<file path="config.mk">
export PLATFORM = sky130hd
export DESIGN_NAME = uart_rx
export DESIGN_NICKNAME = d
export VERILOG_FILES = /design/src/rtl/uart_rx.sv
export SDC_FILE = /design/constraint.sdc
export NUM_CORES = 1
export LEC_CHECK = 0
export BUFFER_PORTS_ARGS = -buffer_cell sky130_fd_sc_hd__clkbuf_2
export CAP_MARGIN = 10
export CORE_MARGIN = 8
export CORE_UTILIZATION = 59
export CTS_BUF_LIST = sky130_fd_sc_hd__clkbuf_16
export CTS_CLUSTER_SIZE = 10
export DETAILED_ROUTE_END_ITERATION = 10
export HOLD_SLACK_MARGIN = 0.05
export PLACE_DENSITY_LB_ADDON = 0.15
export SLEW_MARGIN = 20
export SYNTH_ARGS = -nofsm -noshare
export SYNTH_HDL_FRONTEND = slang
export SYNTH_SLANG_ARGS = --single-unit
</file>
<file path="constraint.sdc">
create_clock -name clk -period 2.6 [get_ports clk]
set_clock_uncertainty 0.1 [all_clocks]
set_input_delay 0.52 -clock clk [delete_from_list [all_inputs] [get_ports clk]]
set_output_delay 0.52 -clock clk [all_outputs]
set_load 0.02 [all_outputs]
</file>
<file path="src/rtl/uart_rx.sv">
`default_nettype none
// ============================================================================
//  Module   : uart_rx
//  Purpose  : UART receiver. Frame = 1 start bit (low), BIT_MAX data bits
//             LSB first, 1 stop bit (high), no parity. The asynchronous
//             line is brought into the clk domain through two flops. A
//             falling edge arms the receiver. The start bit is re-checked
//             at mid-bit, each data bit is sampled at mid-bit, and the stop
//             bit is checked at its mid point.
//  Ports    : clk       - system clock
//             rst       - asynchronous, active-low reset
//             rx        - serial line, asynchronous to clk, idles high
//             rx_data   - last correctly framed word, bit0 = first data bit
//             rx_valid  - one-cycle pulse, rx_data updated this cycle
//             frame_err - one-cycle pulse, stop bit sampled low
//             rx_busy   - high while a frame is being received
//  Revision : 1.0  initial release
// ============================================================================
module uart_rx #(
   parameter int BPS_MAX = 5208,   // clk cycles per bit, >= 4
   parameter int BIT_MAX = 8       // data bits per frame, 1..15
)(
   input  logic               clk,
   input  logic               rst,
   input  logic               rx,
   output logic [BIT_MAX-1:0] rx_data,
   output logic               rx_valid,
   output logic               frame_err,
   output logic               rx_busy
);

   localparam int CNT_W = $clog2(BPS_MAX);
   localparam int BIT_W = $clog2(BIT_MAX + 1);

   localparam logic [CNT_W-1:0] c_mid      = CNT_W'(BPS_MAX / 2 - 1);
   localparam logic [CNT_W-1:0] c_end      = CNT_W'(BPS_MAX - 1);
   localparam logic [BIT_W-1:0] c_last_bit = BIT_W'(BIT_MAX - 1);

   localparam logic [1:0] c_st_idle  = 2'd0;
   localparam logic [1:0] c_st_start = 2'd1;
   localparam logic [1:0] c_st_data  = 2'd2;
   localparam logic [1:0] c_st_stop  = 2'd3;

   // Synchroniser and edge detect
   logic r_rx_meta;
   logic r_rx_s;
   logic r_rx_d;
   logic w_fall;

   // FSM and datapath
   logic [1:0]         r_state;
   logic [1:0]         w_state_next;
   logic [CNT_W-1:0]   r_bps_cnt;
   logic [BIT_W-1:0]   r_bit_cnt;
   logic [BIT_MAX-1:0] r_shift;
   logic [BIT_MAX-1:0] r_rx_data;
   logic               r_rx_valid;
   logic               r_frame_err;

   logic w_mid;
   logic w_end;
   logic w_busy;
   logic w_shift_en;
   logic w_bit_clr;
   logic w_bit_inc;
   logic w_load;
   logic w_err;

   // ------------------------------------------------------------------------
   // Two-flop synchroniser plus one history flop. All three reset high so a
   // line that is idle at reset release never looks like a falling edge.
   // ------------------------------------------------------------------------
   always_ff @(posedge clk or negedge rst) begin
      if (!rst) begin
         r_rx_meta <= 1'b1;
         r_rx_s    <= 1'b1;
         r_rx_d    <= 1'b1;
      end else begin
         r_rx_meta <= rx;
         r_rx_s    <= r_rx_meta;
         r_rx_d    <= r_rx_s;
      end
   end

   assign w_fall = r_rx_d & ~r_rx_s;
   assign w_mid  = (r_bps_cnt == c_mid);
   assign w_end  = (r_bps_cnt == c_end);

   // ------------------------------------------------------------------------
   // FSM: state register
   // ------------------------------------------------------------------------
   always_ff @(posedge clk or negedge rst) begin
      if (!rst) begin
         r_state <= c_st_idle;
      end else begin
         r_state <= w_state_next;
      end
   end

   // ------------------------------------------------------------------------
   // FSM: next state
   // ------------------------------------------------------------------------
   always_comb begin
      w_state_next = r_state;
      case (r_state)
         c_st_idle: begin
            if (w_fall) begin
               w_state_next = c_st_start;
            end
         end
         c_st_start: begin
            // Line back high at mid start bit: treat as a glitch.
            if (w_mid && r_rx_s) begin
               w_state_next = c_st_idle;
            end else if (w_end) begin
               w_state_next = c_st_data;
            end
         end
         c_st_data: begin
            if (w_end && (r_bit_cnt == c_last_bit)) begin
               w_state_next = c_st_stop;
            end
         end
         c_st_stop: begin
            // Leave at mid stop bit so a short stop bit still lets the next
            // start edge be seen.
            if (w_mid) begin
               w_state_next = c_st_idle;
            end
         end
         default: begin
            w_state_next = c_st_idle;
         end
      endcase
   end

   // ------------------------------------------------------------------------
   // FSM: output / control decode
   // ------------------------------------------------------------------------
   always_comb begin
      w_busy     = (r_state != c_st_idle);
      w_shift_en = 1'b0;
      w_bit_clr  = 1'b0;
      w_bit_inc  = 1'b0;
      w_load     = 1'b0;
      w_err      = 1'b0;
      case (r_state)
         c_st_start: begin
            w_bit_clr = w_end;
         end
         c_st_data: begin
            w_shift_en = w_mid;
            if (w_end) begin
               if (r_bit_cnt == c_last_bit) begin
                  w_bit_clr = 1'b1;
               end else begin
                  w_bit_inc = 1'b1;
               end
            end
         end
         c_st_stop: begin
            w_load = w_mid & r_rx_s;
            w_err  = w_mid & ~r_rx_s;
         end
         default: begin
            w_busy = w_busy;
         end
      endcase
   end

   // ------------------------------------------------------------------------
   // Bit timing, bit counter, shift register and output registers
   // ------------------------------------------------------------------------
   always_ff @(posedge clk or negedge rst) begin
      if (!rst) begin
         r_bps_cnt   <= '0;
         r_bit_cnt   <= '0;
         r_shift     <= '0;
         r_rx_data   <= '0;
         r_rx_valid  <= 1'b0;
         r_frame_err <= 1'b0;
      end else begin
         // Counter idles at 0 and restarts from 0 on every START entry.
         if ((r_state == c_st_idle) || (w_state_next == c_st_idle) || w_end) begin
            r_bps_cnt <= '0;
         end else begin
            r_bps_cnt <= r_bps_cnt + CNT_W'(1);
         end

         if (w_bit_clr) begin
            r_bit_cnt <= '0;
         end else if (w_bit_inc) begin
            r_bit_cnt <= r_bit_cnt + BIT_W'(1);
         end

         if (w_shift_en) begin
            for (int i = 0; i < BIT_MAX; i++) begin
               if (r_bit_cnt == BIT_W'(i)) begin
                  r_shift[i] <= r_rx_s;
               end
            end
         end

         if (w_load) begin
            r_rx_data <= r_shift;
         end

         r_rx_valid  <= w_load;
         r_frame_err <= w_err;
      end
   end

   assign rx_data   = r_rx_data;
   assign rx_valid  = r_rx_valid;
   assign frame_err = r_frame_err;
   assign rx_busy   = w_busy;

endmodule
`default_nettype wire

</file>
# After elaboration in Yosys (flattened, before gate mapping)
# Cells that the tools add are included.
op_classes:
  n_mux: 18
  n_eq_ne: 12
  n_addsub: 2
  bitwise: 4
  n_reduce_logical: 17
op_table:
  columns: ["operator", "n"]
  rows:
  - ["== test 4 x 3 -> 1 bit, second input constant", 4]
  - ["AND reduction 2 bit", 8]
  - ["adder 13 x 1 -> 13 bit, second input constant", 1]
  - ["== test 13 x 12 -> 1 bit, second input constant", 1]
  - ["== test 13 bit, second input constant", 1]
  - ["two-way mux 13 bit", 1]
  - ["two-way mux 2 bit", 5]
  - ["== test 4 x 2 -> 1 bit, second input constant", 2]
  - ["two-way mux 1 bit", 8]
  - ["two-way mux 4 bit", 2]
  - ["one-hot mux 2 bit (4 select lines)", 1]
  - ["adder 4 x 1 -> 4 bit, second input constant", 1]
  - ["== test 2 bit, second input constant", 2]
  - ["== test 4 x 1 -> 1 bit, second input constant", 1]
  - ["zero test 2 bit", 2]
  - ["zero test 4 bit", 1]
  - ["nonzero test 2 bit", 2]
  - ["bitwise AND 1 bit", 3]
  - ["== test 2 x 1 -> 1 bit, second input constant", 1]
  - ["logical AND 1 bit", 2]
  - ["logical OR 1 bit", 2]
  - ["one-hot mux 1 bit (2 select lines)", 1]
  - ["inverter 1 bit", 1]
word_totals:
  inputBits: 3
  ff_bits: 40
  word_cells: 70
  out_inout_bits: 11

# Longest topological paths before layout
# Gate-level depths: netlist (run 1).
logic_depth:
  word_depth: 8
  mapped_depth: 7
  mapped_depth_nobuf: 7

# Worst setup path before layout (run 1)
# Ideal clock, no wire load.
synth_path:
  path_kind: "flip-flop to flip-flop"
  from: "register r_bps_cnt[0]"
  to: "register r_shift[0]"
  path_buffers: 0
  slack_ps: 218
  required_time_ps: 2375
  arrival_ps: 2157
  setup_time_ps: 125
  path_stages_with_launch: 7
  period_less_slack_ps: 2382
  cell_sequence: "dfrtp_1 ha_1 or3b_1 or4_4 nor4_4 nand2_1 mux2_4"
synth_via:
  elab_chain_len: 3
synth_lines:
  columns: ["element", "line_no", "text"]
  rows:
  - ["start, declared", "53", "logic [CNT_W-1:0] r_bps_cnt;"]
  - ["start signal, assigned", "187", "r_bps_cnt <= r_bps_cnt + CNT_W'(1);"]
  - ["== test 13 x 12 -> 1 bit", "86", "assign w_mid = (r_bps_cnt == c_mid);"]
  - ["two-way mux 1 bit", "147", "case (r_state)"]
  - ["AND reduction 2 bit (no source line)", null, null]
  - ["end signal, assigned by index", "199", "r_shift[i] <= r_rx_s;"]
  - ["end, declared", "55", "logic [BIT_MAX-1:0] r_shift;"]
# Every way passes these cells.
# A chain may end at the register's enable or synchronous reset.

# Worst setup path after layout (run 1)
layout_path:
  from: "register r_bps_cnt[2]"
  to: "register r_shift[3]"
# Same word-level chain as after synthesis.

==> flow_summary.toml, run 1 <==
[global_route]
overflow = 0
grt_pass1_wl_mm = 6.64
grt_use_total = 0.157
grt_start_max_net_pins = 41
grt_pass1_vias = 1415
antenna_found_initial = 0

[synth]
synth_ff_type = "dfrtp_1"
synthArstFlopShare = 1.00
synth_nets = 192
synth_cells = 180
synth_edf_count = 0
ys_types = 42
synth_seq_cells = 40
synth.largest_area_cell = "dfrtp_1"
yosysWarnings = 0
avgSynthCellArea_um2 = 11.1
ys_top_cells_by_area = "dfrtp_1, ha_1, dfstp_2, mux2_2, a21oi_1"
synth_top_area_frac = 0.463
yosys-top-cells-count = "dfrtp_1, nand2_1, a21oi_1"
synthesis.area_um2 = 2000
synth.most_common_cell = "dfrtp_1"
synth_seq_area_share = 0.503

[critical_path]
crit_fanout = 5
cp-start-kind = "flop"
critPathKind = "reg2reg"
crit_arrival_ns = 2.50
max_stage_delay_ns = 0.59
critPathTopFamily = "simple AND/OR/NAND/NOR gates"
path_buf_inv = 0
path_cells = "or3b_4 -> or4_4 -> nor4_4 -> nand2_1 -> mux2_4"
cp-startpoint = "r_bps_cnt[2]"
worstReg2RegStart = "r_bps_cnt[2]"
critical_path_required_ns = 2.66
ff2ff_path_depth = 5
slowest_stage = "or4_4"
endpoint_kind = "flop"
cp.depth = 5

[power_and_ir_drop]
ir_worst_vdd_v = 0.000360
leakage_nw = 1.08
p_per_area_nw_per_um2 = 609

[sta]
timing.setup.tns_ns = 0
finalHoldViolations = 0
worst_pin_slew_ns = 0.556
hold_ws_ns = 0.121
slew_viol_final = 0
fin_crit_sh = 0.940
rsz0062_at_grt = "false"
clock.fmax_mhz = 409
timing.final.crit_period_ns = 2.44
setup_viol = 0
slew_headroom = 0.630

[clock_network]
cts_hold_buf = 0
cts_buffers = 5
root_buffer = "clkbuf_16"
cts_max_level = 2
clk_pin_slew_ns = 0.05
clock_path_buffers = 2
cts_tree = "done"
clock_sinks = 40
insertion_delay_ns = 0.28

[floorplanning]
die_w_um = 74.2
rows = 21
core_region_area_um2 = 3280
fp.dieArea_um2 = 5500
ioPinCount = 14
initial_core_util = 0.608
die_y_um = 74.2

[cells_and_area]
n_antenna_cell = 0
nets = 217
drive_gt1_frac = 0.243
seq_area_um2 = 1010
multi_input_area_um2 = 967
area_growth_pct = 18.3
fillers = 235

[status]
status = "complete, no violations"

[flow_run]
drv_cap = 0

[drt]
first_iter_violations = 82
routed_wl_mm = 3.86
routed_via_density = 5.58
post-route-drc-count = 0
detail_route.wl_per_cell_um = 15.3
ant_nets = 0
dr.pass1.iters = 4
vias = 1406

[worst_hold_path]
hp-class = "in2async"

[placed_design]
dpl.hpwl_mm = 2.70
portBuffers = 13
place_congestion = 0.897
## sequential cells by signal (all words and copies together) (netlist names)
name / cells
frame_err: 1
r_bit_cnt: 4
r_bps_cnt: 13
r_rx_d: 1
r_rx_meta: 1
r_rx_s: 1
r_shift: 8
r_state: 2
rx_data: 8
rx_valid: 1
## worst register-to-register path, delay by kind of cell, from the launching register on
kind | cells | cell delay, ns
multiplexers | 1 | 0.32
AND/OR/NAND/NOR | 4 | 1.48
flip-flops | 1 | 0.42
## cell families (layout without fill, tap and decap cells)
kind of cell | Yosys count | count (layout) | share of synthesized area
compound gates | 30 | 30 | 0.0895
xor+xnor | 13 | 13 | 0.0570
fa+ha+maj | 9 | 9 | 0.0564
buf+inv | 13 | 39 | 0.0257
flops | 40 | 40 | 0.503
mux | 15 | 15 | 0.0920
simple gates | 60 | 60 | 0.177
## final timing paths
path	slack, ns	end
max in group asynchronous	1.71	r_rx_s
min	0.12	rx_data[2]
min in group clk	0.22	r_rx_meta
max	0.16	r_shift[3]
max reg2reg	0.16	r_shift[3]
min reg2reg	0.26	r_rx_s
## per-layer routing
layer | wire [um] | track usage
met1 | 1790 | 0.207
met2 | 1840 | 0.245
met3 | 182 | 0.0283
met4 | 49 | 0.0710
met5 | 0 | 0
## cells in the final DEF (no fill, tap or decap), drive strengths merged, types with 2 or more instances in the layout
cell    Yosys  final
o21ai       6      6
xor2        6      6
nor3        3      3
and3        4      4
nand3       7      7
ha          9      9
nand2      17     17
nand4       4      4
buf         2      8
dfstp       3      3
or3b        2      2
a21boi      2      2
xnor2       7      7
clkbuf      1     18
mux2       15     15
nor2        9      9
nor4        4      4
clkinv      0      3
dfrtp      37     37
inv        10     10
nor2b       2      2
a21oi      14     14
## where the power goes
part | leakage (nW) | internal (mW) | switching (mW)
clock | 0.0710 | 0.348 | 0.225
sequential | 0.545 | 0.643 | 0.0201
combinational | 0.462 | 0.0788 | 0.127
total | 1.08 | 1.07 | 0.371
## per-stage QoR
| step | power (mW) | utilization | worst slack, ns | instance area [um2] | std cells |
|---|---|---|---|---|---|
| after floorplan | 0.799 | - | 0.218 | 2000 | 180 |
| after global placement | 0.847 | 0.651 | 0.130 | 2140 | 240 |
| after detailed placement | 0.855 | 0.651 | -0.00211 | 2140 | 240 |
| after CTS | 1.43 | 0.695 | 0.00335 | 2280 | 248 |
| after global routing | 1.51 | 0.720 | 0.0663 | 2360 | 252 |
| final | 1.44 | 0.720 | 0.156 | 2360 | 252 |
## timing repair
item	CTS	global route
pin swaps	0	4
setup endpoints to repair	1	19
gates resized for setup	1	5
buffers inserted	0	3
## layout make-up
cell class              count  share of cell area
multi-input cells         127               0.409
inverters                  10              0.0159
flip-flops and latches     40               0.425
clock buffers               5              0.0529
clock inverters             3             0.00582
repair buffers             21              0.0667
well taps                  46              0.0243
No activity file was read; power rests on OpenSTA's default activity.
==> run 2: changes to the inputs <==
--- a/config.mk
+++ b/config.mk
@@ -5,13 +5,13 @@
 export SDC_FILE = /design/constraint.sdc
 export NUM_CORES = 1
 export LEC_CHECK = 0
-export BUFFER_PORTS_ARGS = -buffer_cell sky130_fd_sc_hd__clkbuf_2
 export CAP_MARGIN = 10
 export CORE_MARGIN = 8
-export CORE_UTILIZATION = 59
+export CORE_UTILIZATION = 60
 export CTS_BUF_LIST = sky130_fd_sc_hd__clkbuf_16
 export CTS_CLUSTER_SIZE = 10
 export DETAILED_ROUTE_END_ITERATION = 10
+export DONT_BUFFER_PORTS = 1
 export HOLD_SLACK_MARGIN = 0.05
 export PLACE_DENSITY_LB_ADDON = 0.15
 export SLEW_MARGIN = 20
==> flow_summary.toml, run 2 (synthesized netlist as in run 1, its figures left out) <==
[status]
status = "complete, no violations"

[power_and_ir_drop]
ir_worst_vdd_v = 0.000388
leakage_nw = 1.03
p_per_area_nw_per_um2 = 666

[drt]
routed_via_density = 5.67
vias = 1360
dr.pass1.iters = 4
first_iter_violations = 101
routed_wl_mm = 3.77
ant_nets = 0
post-route-drc-count = 0
detail_route.wl_per_cell_um = 15.7

[sta]
timing.final.crit_period_ns = 2.50
clock.fmax_mhz = 400
slew_headroom = 0.637
worst_pin_slew_ns = 0.537
fin_crit_sh = 0.961
rsz0062_at_grt = "false"
timing.setup.tns_ns = 0
setup_viol = 0
finalHoldViolations = 0
slew_viol_final = 0

[cells_and_area]
regMostFlops = "r_bps_cnt"
stdcell_count = 240
multi_input_area_um2 = 957
seq_area_um2 = 1010
fillers = 233
final_common_cell = "dfrtp_1"
drive_gt1_frac = 0.191
most-common-layout-cells = "dfrtp_1, nand2_1, a21oi_1"
largest_reg_flops = 13
n_antenna_cell = 0
nets = 205
area_growth_pct = 16.2
post-route-util = 0.712

[clock_network]
clk_pin_slew_ns = 0.06
cts_max_level = 2
cts_tree = "done"
cts_buffers = 5
clock_sinks = 40
root_buffer = "clkbuf_16"
clock_path_buffers = 2
insertion_delay_ns = 0.28

[global_route]
grt_use_total = 0.153
overflow = 0
grt_start_max_net_pins = 41
grt_pass1_vias = 1365
grt_pass1_wl_mm = 6.37
antenna_found_initial = 0

[critical_path]
slowest_stage = "or4_4"
cp-start-kind = "flop"
endpoint_kind = "flop"
ff2ff_path_depth = 5
critPathTopFamily = "simple AND/OR/NAND/NOR gates"
path_cells = "or3b_2 -> or4_4 -> nor4_4 -> nand2_1 -> mux2_4"
critPathKind = "reg2reg"
path_buf_inv = 0
crit_arrival_ns = 2.56
critical_path_required_ns = 2.66
max_stage_delay_ns = 0.60
cp.depth = 5
crit_fanout = 5

[floorplanning]
initial_core_util = 0.613
core_region_area_um2 = 3260
ioPinCount = 14
rows = 21
fp.dieArea_um2 = 5430
die_y_um = 73.7
die_w_um = 73.7

[worst_hold_path]
min_path_cells = 0
hp-class = "in2reg"

[placed_design]
place_congestion = 0.843
place_inst = 227
portBuffers = 0
dpl.hpwl_mm = 2.52

[flow_run]
drv_cap = 0
==> run 2: cell types whose count changed in the layout (fill, tap and decap cells not counted), sizes merged <==
cell         before  now
clkbuf           18    5
clkinv            3    1
bufinv            0    1
clkinvlp          0    1
dlygate4sd3       0    1
==> run 2: worst paths after layout <==
check / start / endpoint / slack [ns]
setup / recovery: r_bps_cnt[2] / r_shift[0] / 0.10
hold / removal: rx / r_rx_meta / 0.13
setup reg to reg: r_bps_cnt[2] / r_shift[0] / 0.10
hold reg to reg: r_rx_meta / r_rx_s / 0.26
max in group asynchronous: rst / r_rx_d / 1.56
min in group asynchronous: rst / r_shift[1] / 0.60
==> run 2: cell type report <==
cell class | instances | share of cell area
flip-flops and latches | 40 | 0.433
multi-input cells | 127 | 0.412
clock buffers | 5 | 0.0539
repair buffers | 9 | 0.0410
well taps | 46 | 0.0248
clock inverters | 3 | 0.0183
inverters | 10 | 0.0162
==> run 2: layer usage <==
| layer | vias to the layer above | global-route usage | wire length [um] |
|---|---|---|---|
| met3 | 7 | 0.0423 | 206 |
| li1 | 660 | - | - |
| met4 | 0 | 0.0665 | 61 |
| met5 | - | 0 | 0 |
| met2 | 28 | 0.224 | 1680 |
| met1 | 665 | 0.204 | 1820 |
==> run 2: what timing repair did <==
| action | in CTS | in global routing |
|---|---|---|
| setup buffers | 0 | 3 |
| setup endpoints to repair | 0 | 26 |
| resized for setup | 0 | 4 |
| hold buffers | 2 | 0 |
| endpoints found under the hold margin | 40 | 0 |
==> run 2: per-stage QoR <==
step           setup slack [ns]  hold WS [ns]  cell area [um2]  total power, mW
6_report                  0.101         0.135             2320             1.55
5_1_grt                  0.0126         0.125             2320             1.62
4_1_cts                  0.0490         0.129             2270             1.54
3_5_place_dp             0.0519         0.126             2070            0.835
3_3_place_gp              0.133         0.125             2070            0.829
2_1_floorplan             0.218         0.124             2000            0.799
==> run 2: power breakdown <==
group	switching, mW	internal, mW
registers	0.0215	0.643
clock network	0.233	0.450
logic	0.123	0.0749
total	0.378	1.17
==> run 2: worst register-to-register path: stages (launching register included) <==
cell     delay, ns
dfrtp_1       0.42
or3b_2        0.53
or4_4         0.60
nor4_4        0.29
nand2_1       0.13
mux2_4        0.31
